$ cat config.mk
export PLATFORM = sky130hd
export DESIGN_NAME = pipe_ctrl
export DESIGN_NICKNAME = d
export VERILOG_FILES = /design/src/rtl/pipe_ctrl.sv
export SDC_FILE = /design/constraint.sdc
export NUM_CORES = 1
export LEC_CHECK = 0
export ABC_AREA = 1
export BUFFER_PORTS_ARGS = -buffer_cell sky130_fd_sc_hd__buf_2
export CAP_MARGIN = 20
export CELL_PAD_IN_SITES_DETAIL_PLACEMENT = 0
export CELL_PAD_IN_SITES_GLOBAL_PLACEMENT = 1
export CORE_MARGIN = 2
export CORE_UTILIZATION = 18
export CTS_BUF_LIST = sky130_fd_sc_hd__clkbuf_16
export DETAILED_ROUTE_END_ITERATION = 16
export PLACE_DENSITY_LB_ADDON = 0.1
export SETUP_SLACK_MARGIN = 0.02
export SLEW_MARGIN = 20
export SYNTH_ARGS = -nofsm -noshare
export SYNTH_HDL_FRONTEND = slang
export SYNTH_SLANG_ARGS = --single-unit
$ cat constraint.sdc
create_clock -name clk -period 1 [get_ports clk]
set_input_delay 0.2 -clock clk [delete_from_list [all_inputs] [get_ports clk]]
set_output_delay 0.2 -clock clk [all_outputs]
set_load 0.05 [all_outputs]
$ cat src/rtl/pipe_ctrl.sv
// Pipeline stall/flush controller with a shared IF/MEM memory-port arbiter; grants are registered, stall is combinational.
// Optional saturating perf counters (stall_cycles, flush_count) are built only when PIPE_CTRL_PERF_EN is defined.
module pipe_ctrl (
   input  logic        clk,
   input  logic        rst,
   input  logic        if_req,
   input  logic        mem_req,
   input  logic        port_done,
   input  logic        stallreq_id,
   input  logic        branch_taken,
   output logic        if_grant,
   output logic        mem_grant,
   output logic        if_discard,
   output logic [6:0]  stall,
   output logic [31:0] stall_cycles,
   output logic [31:0] flush_count
);

   typedef enum logic [1:0] {
      IDLE     = 2'd0,
      IF_BUSY  = 2'd1,
      MEM_BUSY = 2'd2
   } state_t;

   localparam logic [6:0] STALL_MEM    = 7'b0011111;
   localparam logic [6:0] STALL_FLUSH  = 7'b1100000;
   localparam logic [6:0] STALL_LOADUSE = 7'b0000011;
   localparam logic [6:0] STALL_FETCH  = 7'b0000001;

   state_t state_q, state_d;
   logic   discard_q, discard_d;

   logic fetch_done;
   logic mem_done;
   logic mem_wait;
   logic if_wait;
   logic branch_acc;

   // A completing access no longer counts as waiting in its done cycle.
   always_comb begin
      fetch_done = (state_q == IF_BUSY)  && port_done;
      mem_done   = (state_q == MEM_BUSY) && port_done;
      mem_wait   = mem_req && !mem_done;
      if_wait    = if_req  && !fetch_done;
      branch_acc = branch_taken && !mem_wait;
   end

   always_comb begin
      state_d    = state_q;
      discard_d  = discard_q;
      if_grant   = (state_q == IF_BUSY);
      mem_grant  = (state_q == MEM_BUSY);
      if_discard = fetch_done && (discard_q || branch_acc);
      stall      = 7'b0000000;

      if (mem_wait) begin
         stall = STALL_MEM;
      end else if (branch_taken) begin
         stall = STALL_FLUSH;
      end else if (stallreq_id) begin
         stall = STALL_LOADUSE;
      end else if (if_wait) begin
         stall = STALL_FETCH;
      end

      // A flush that lands while a fetch is still in flight marks that fetch stale.
      if (fetch_done) begin
         discard_d = 1'b0;
      end else if ((state_q == IF_BUSY) && branch_acc) begin
         discard_d = 1'b1;
      end

      case (state_q)
         IDLE: begin
            if (mem_req) begin
               state_d = MEM_BUSY;
            end else if (if_req) begin
               state_d = IF_BUSY;
            end
         end
         IF_BUSY: begin
            if (port_done) begin
               state_d = mem_req ? MEM_BUSY : IDLE;
            end
         end
         MEM_BUSY: begin
            if (port_done) begin
               state_d = IDLE;
            end
         end
         default: begin
            state_d = IDLE;
         end
      endcase
   end

   always_ff @(posedge clk) begin
      if (rst) begin
         state_q   <= IDLE;
         discard_q <= 1'b0;
      end else begin
         state_q   <= state_d;
         discard_q <= discard_d;
      end
   end

`ifdef PIPE_CTRL_PERF_EN
   logic [31:0] stall_cycles_q, stall_cycles_d;
   logic [31:0] flush_count_q, flush_count_d;

   always_comb begin
      stall_cycles_d = stall_cycles_q;
      flush_count_d  = flush_count_q;
      if ((stall[4:0] != 5'b00000) && (stall_cycles_q != 32'hFFFF_FFFF)) begin
         stall_cycles_d = stall_cycles_q + 32'd1;
      end
      if (branch_acc && (flush_count_q != 32'hFFFF_FFFF)) begin
         flush_count_d = flush_count_q + 32'd1;
      end
   end

   always_ff @(posedge clk) begin
      if (rst) begin
         stall_cycles_q <= 32'd0;
         flush_count_q  <= 32'd0;
      end else begin
         stall_cycles_q <= stall_cycles_d;
         flush_count_q  <= flush_count_d;
      end
   end

   assign stall_cycles = stall_cycles_q;
   assign flush_count  = flush_count_q;
`else
   assign stall_cycles = 32'd0;
   assign flush_count  = 32'd0;
`endif

endmodule

-- Word-level counts from Yosys, hierarchy flattened
Index checks and enable logic that the tools add are counted.
- flip-flop bits (word level): 3
- input port bits: 7
- output and inout port bits: 74
- logic and storage cells: 31
- equality and inequality tests: 5
- mux-type cells: 10
- reductions and logical operators: 14
- operator list (operator ; number):
    $mux 7 ; 2
    $mux 2 ; 6
    $logic_and 1x1->1 ; 7
    $pmux 2 s3 ; 1
    $ne 2x2->1 const B ; 2
    $logic_not 1->1 ; 3
    $ne 3x3->1 const B ; 1
    $reduce_and 3->1 ; 1
    $eq 2x1->1 const B ; 1
    $eq 2x2->1 const B ; 1
    $logic_not 2->1 ; 1
    $reduce_or 2->1 ; 1
    $logic_or 1x1->1 ; 1
    $mux 1 ; 1

-- Logic depth before layout (Yosys ltp)
- word-level depth: 8
- gate-level depth with buffers: 6
- gate-level depth less buffers: 6

-- Worst setup path before layout
No wires, ideal clock.
- kind: register to output
- from: reg state_q[0]
- to: out if_discard
- arrival: 1.812 ns
- required time: 0.800 ns
- path slack: -1.012 ns
- cell stages (with the launch flop): 5
- cell sequence: dfxtp_1 inv_2 nor2_2 nand2_1 a21oi_1
- RTL lines (what ; line ; text):
    start, declared ; 30 ; state_t state_q, state_d;
    start signal, assigned ; 102 ; state_q <= state_d;
    $eq 2x1->1 ; n/a ;
    net if_grant ; 11 ; output logic if_grant,
    $logic_and 1x1->1 ; 41 ; fetch_done = (state_q == IF_BUSY) && port_done;
    $logic_and 1x1->1 ; 53 ; if_discard = fetch_done && (discard_q || branch_acc);
    end, declared ; 13 ; output logic if_discard,
The timed path passes the listed nets, and every way through them passes these cells.

-- Worst setup path after layout
- from: reg state_q[0]
- to: out stall[1]
- cells in the longest elaborated chain, start to end: 5
- RTL lines (what ; line ; text):
    $eq 2x2->1 ; 42 ; mem_done = (state_q == MEM_BUSY) && port_done;
    $logic_and 1x1->1 ; 42 ;
    $logic_not 1->1 ; 43 ; mem_wait = mem_req && !mem_done;
    $logic_and 1x1->1 ; 43 ;
    $mux 7 ; 56 ; if (mem_wait) begin
    end, declared ; 14 ; output logic [6:0] stall,
Every way passes these cells.

==> flow_summary_export.csv <==
group,metric,value,unit
layout,fillCellCount,426,
route,drtPass1Iterations,1,
placed_design,dp_hpwl,1030,µm
route,drt_iter0_markers,0,
placed_design,dp_slack,-0.334,ns
synthesis,syn_avg_cell_area,7.03,µm²
worst_hold_path,hold_path.class,"input port to flop",
global_routing,grt_use_total,4.74,%
clock_tree,htree_levels,1,
route,dr_total_vias,486,
synthesis,ys_warn_count,0,
global_routing,antenna_found_initial,0,
global_routing,grt_pass1_wl,1520,µm
flow_run,cap_violations,0,
critical_path,start_kind,"flop",
clock_tree,cts_tree,"built",
layout,instances_no_fill,177,
die,rows,22,
outcome,status,"finished, violations left",
synthesis,synthCells,102,
synthesis,ys_seq_elements,3,
layout,diodes,0,
outcome,violations,"setup timing",
global_routing,first_global_vias,365,
die,fp.dieH,67.1,µm
synthesis,synth_top_area_share,71.2,%
synthesis,synth_cell_types,16,
timing,slew_violations,0,
clock_tree,cts-root-buf,"clkbuf_16",
critical_path,cpPeakStageDelay,0.31,ns
clock_tree,ctsHoldBuffers,0,
critical_path,arrival,1.26,ns
route,wl_per_cell,6.88,µm
placed_design,gp_congestion,0.604,
clock_tree,cts.clk_slew.worst_paths,0.03,ns
synthesis,yosysTopAreaCell,"buf_4",
timing,setup-tns-final,-3.87,ns
synthesis,yosysSeqAreaShare,8.38,%
timing,finalWorstSetupSlack,-0.457,ns
timing,holdWs,0.170,ns
placed_design,portBuffers,16,
power_and_ir_drop,fin_total_pwr,1.63,mW
placed_design,place_area,709,µm²
timing,finClkSkew,0.00114,ns
die,die_w,67.1,µm
power_and_ir_drop,p_leak,0.515,nW
layout,nNetsFinal,137,
clock_tree,clk_latency,0.22,ns
timing,max_freq,687,MHz
layout,fin_util,24.8,%
global_routing,grt_max_degree,4,
timing,setup_viol,11,
route,drt-total-wl,1220,µm
route,drc,0,
timing,min_period,1.46,ns
synthesis,netlist_area,717,µm²
clock_tree,cts_buffers,3,
clock_tree,cts_sinks,3,
die,io_pins,81,
critical_path,worst_ep_required_time,0.80,ns
route,ant_nets,0,
timing,hold_violations,0,
route,viasPerCell,2.75,
die,core,0.00374,mm²
timing,fin_crit_sh,146,%
clock_tree,clock_path_buffers,2,
timing,rsz0062_at_grt,"yes",
layout,drive_gt1_share,39.5,%
global_routing,gr-total-overflow,0,
critical_path,critPathSlowestCell,"dfxtp_2",
critical_path,path_cells,"inv_2, nand2_2, o21ai_4, nand2_4, clkinvlp_4, nor2_4, buf_6",
die,design.die.area,0.00450,mm²
critical_path,endpoint_kind,"primary output",
die,start_util,19.2,%
placed_design,dp_cells,173,
critical_path,path_max_fanout,3,
layout,final_area,930,µm²
critical_path,worst-setup-path-type,"flop to primary output",
layout,syn_to_final_growth,29.7,%
synthesis,yosys-top-cells-area,"buf_4 (71%), dfxtp_1 (8.4%), nand2_1 (3.7%), a21oi_1 (3.5%), inv_1 (3.1%)",
power_and_ir_drop,power_density,1750,mW/mm²
power_and_ir_drop,peakVddDrop,0.000493,V
-- cells in the mapped netlist --
library cell / instances
nand3b_1: 1
nor3_1: 1
nand2_2: 2
nand2_1: 7
o211ai_1: 1
nand3_1: 1
o21ai_2: 1
inv_2: 1
nor2_1: 2
nor2_2: 1
inv_1: 6
buf_4: 68
o21ai_1: 1
a21oi_1: 5
dfxtp_1: 3
conb_1: 1
-- kinds of logic after synthesis --
logic type / Yosys count / share of synthesized area [%]
simple gates: 15 / 9.77
buf+inv: 75 / 74.9
other cells: 1 / 0.523
compound gates: 8 / 6.46
flops: 3 / 8.38
-- critical path: cells and delay by family (launching register included) --
family                 cells  cell delay, ns
AND/OR/NAND/NOR            3            0.21
buffers and inverters      3            0.33
flip-flops                 1            0.31
AO/OA/AOI/OAI              1            0.19
-- state kept, by name, indices dropped and copies added, names as in the netlist --
signal / flops
state_q: 2
discard_q: 1
-- per-layer routing --
| layer | GRT usage [%] | vias up | share of wire, % |
|---|---|---|---|
| met5 | 0 | - | 0 |
| met2 | 8.29 | 45 | 56 |
| li1 | - | 233 | - |
| met4 | 3.83 | 0 | 0.57 |
| met3 | 2.20 | 2 | 15 |
| met1 | 4.11 | 206 | 28 |
-- final cells by class --
type	instances	area [µm²]	share of cell area, %
clock inverter	1	3.75	0.404
sequential	3	62.6	6.73
inverter	7	32.5	3.50
clock buffer	3	75.1	8.08
timing repair buffer	28	274	29.5
multi-input combinational	87	422	45.4
tap	48	60.1	6.46
-- power breakdown --
group / leakage, nW / internal (mW) / switching (mW)
combinational: 0.447 / 0.148 / 0.722
sequential: 0.0253 / 0.128 / 0.00356
clock: 0.0423 / 0.516 / 0.110
total: 0.515 / 0.791 / 0.835
-- repair_timing --
| action | CTS | global route |
|---|---|---|
| buffers inserted | 1 | 1 |
| cloned | 0 | 0 |
| pin swaps | 2 | 2 |
| resized for setup | 37 | 6 |
| setup endpoints to repair | 12 | 13 |
-- path summary, 6_finish.rpt --
kind                    from    endpoint  slack, ns  cells past startpoint
setup reg to reg  state_q[1]  state_q[0]      -0.04                      8
hold / removal           rst  state_q[0]       0.17                      2
setup / recovery  state_q[0]    stall[1]      -0.46                      7
hold reg to reg    discard_q   discard_q       0.55                      2
-- placed cells by master, fill, tap and decap left out, drive strengths merged --
cell type / instances
clkbuf: 3
dfxtp: 3
o211ai: 1
a21oi: 5
buf: 28
inv: 7
o21ai: 2
nand2: 9
clkinvlp: 1
nor2: 3
nand3b: 1
conb: 64
nand3: 1
nor3: 1
(Power assumes the default switching activity.)
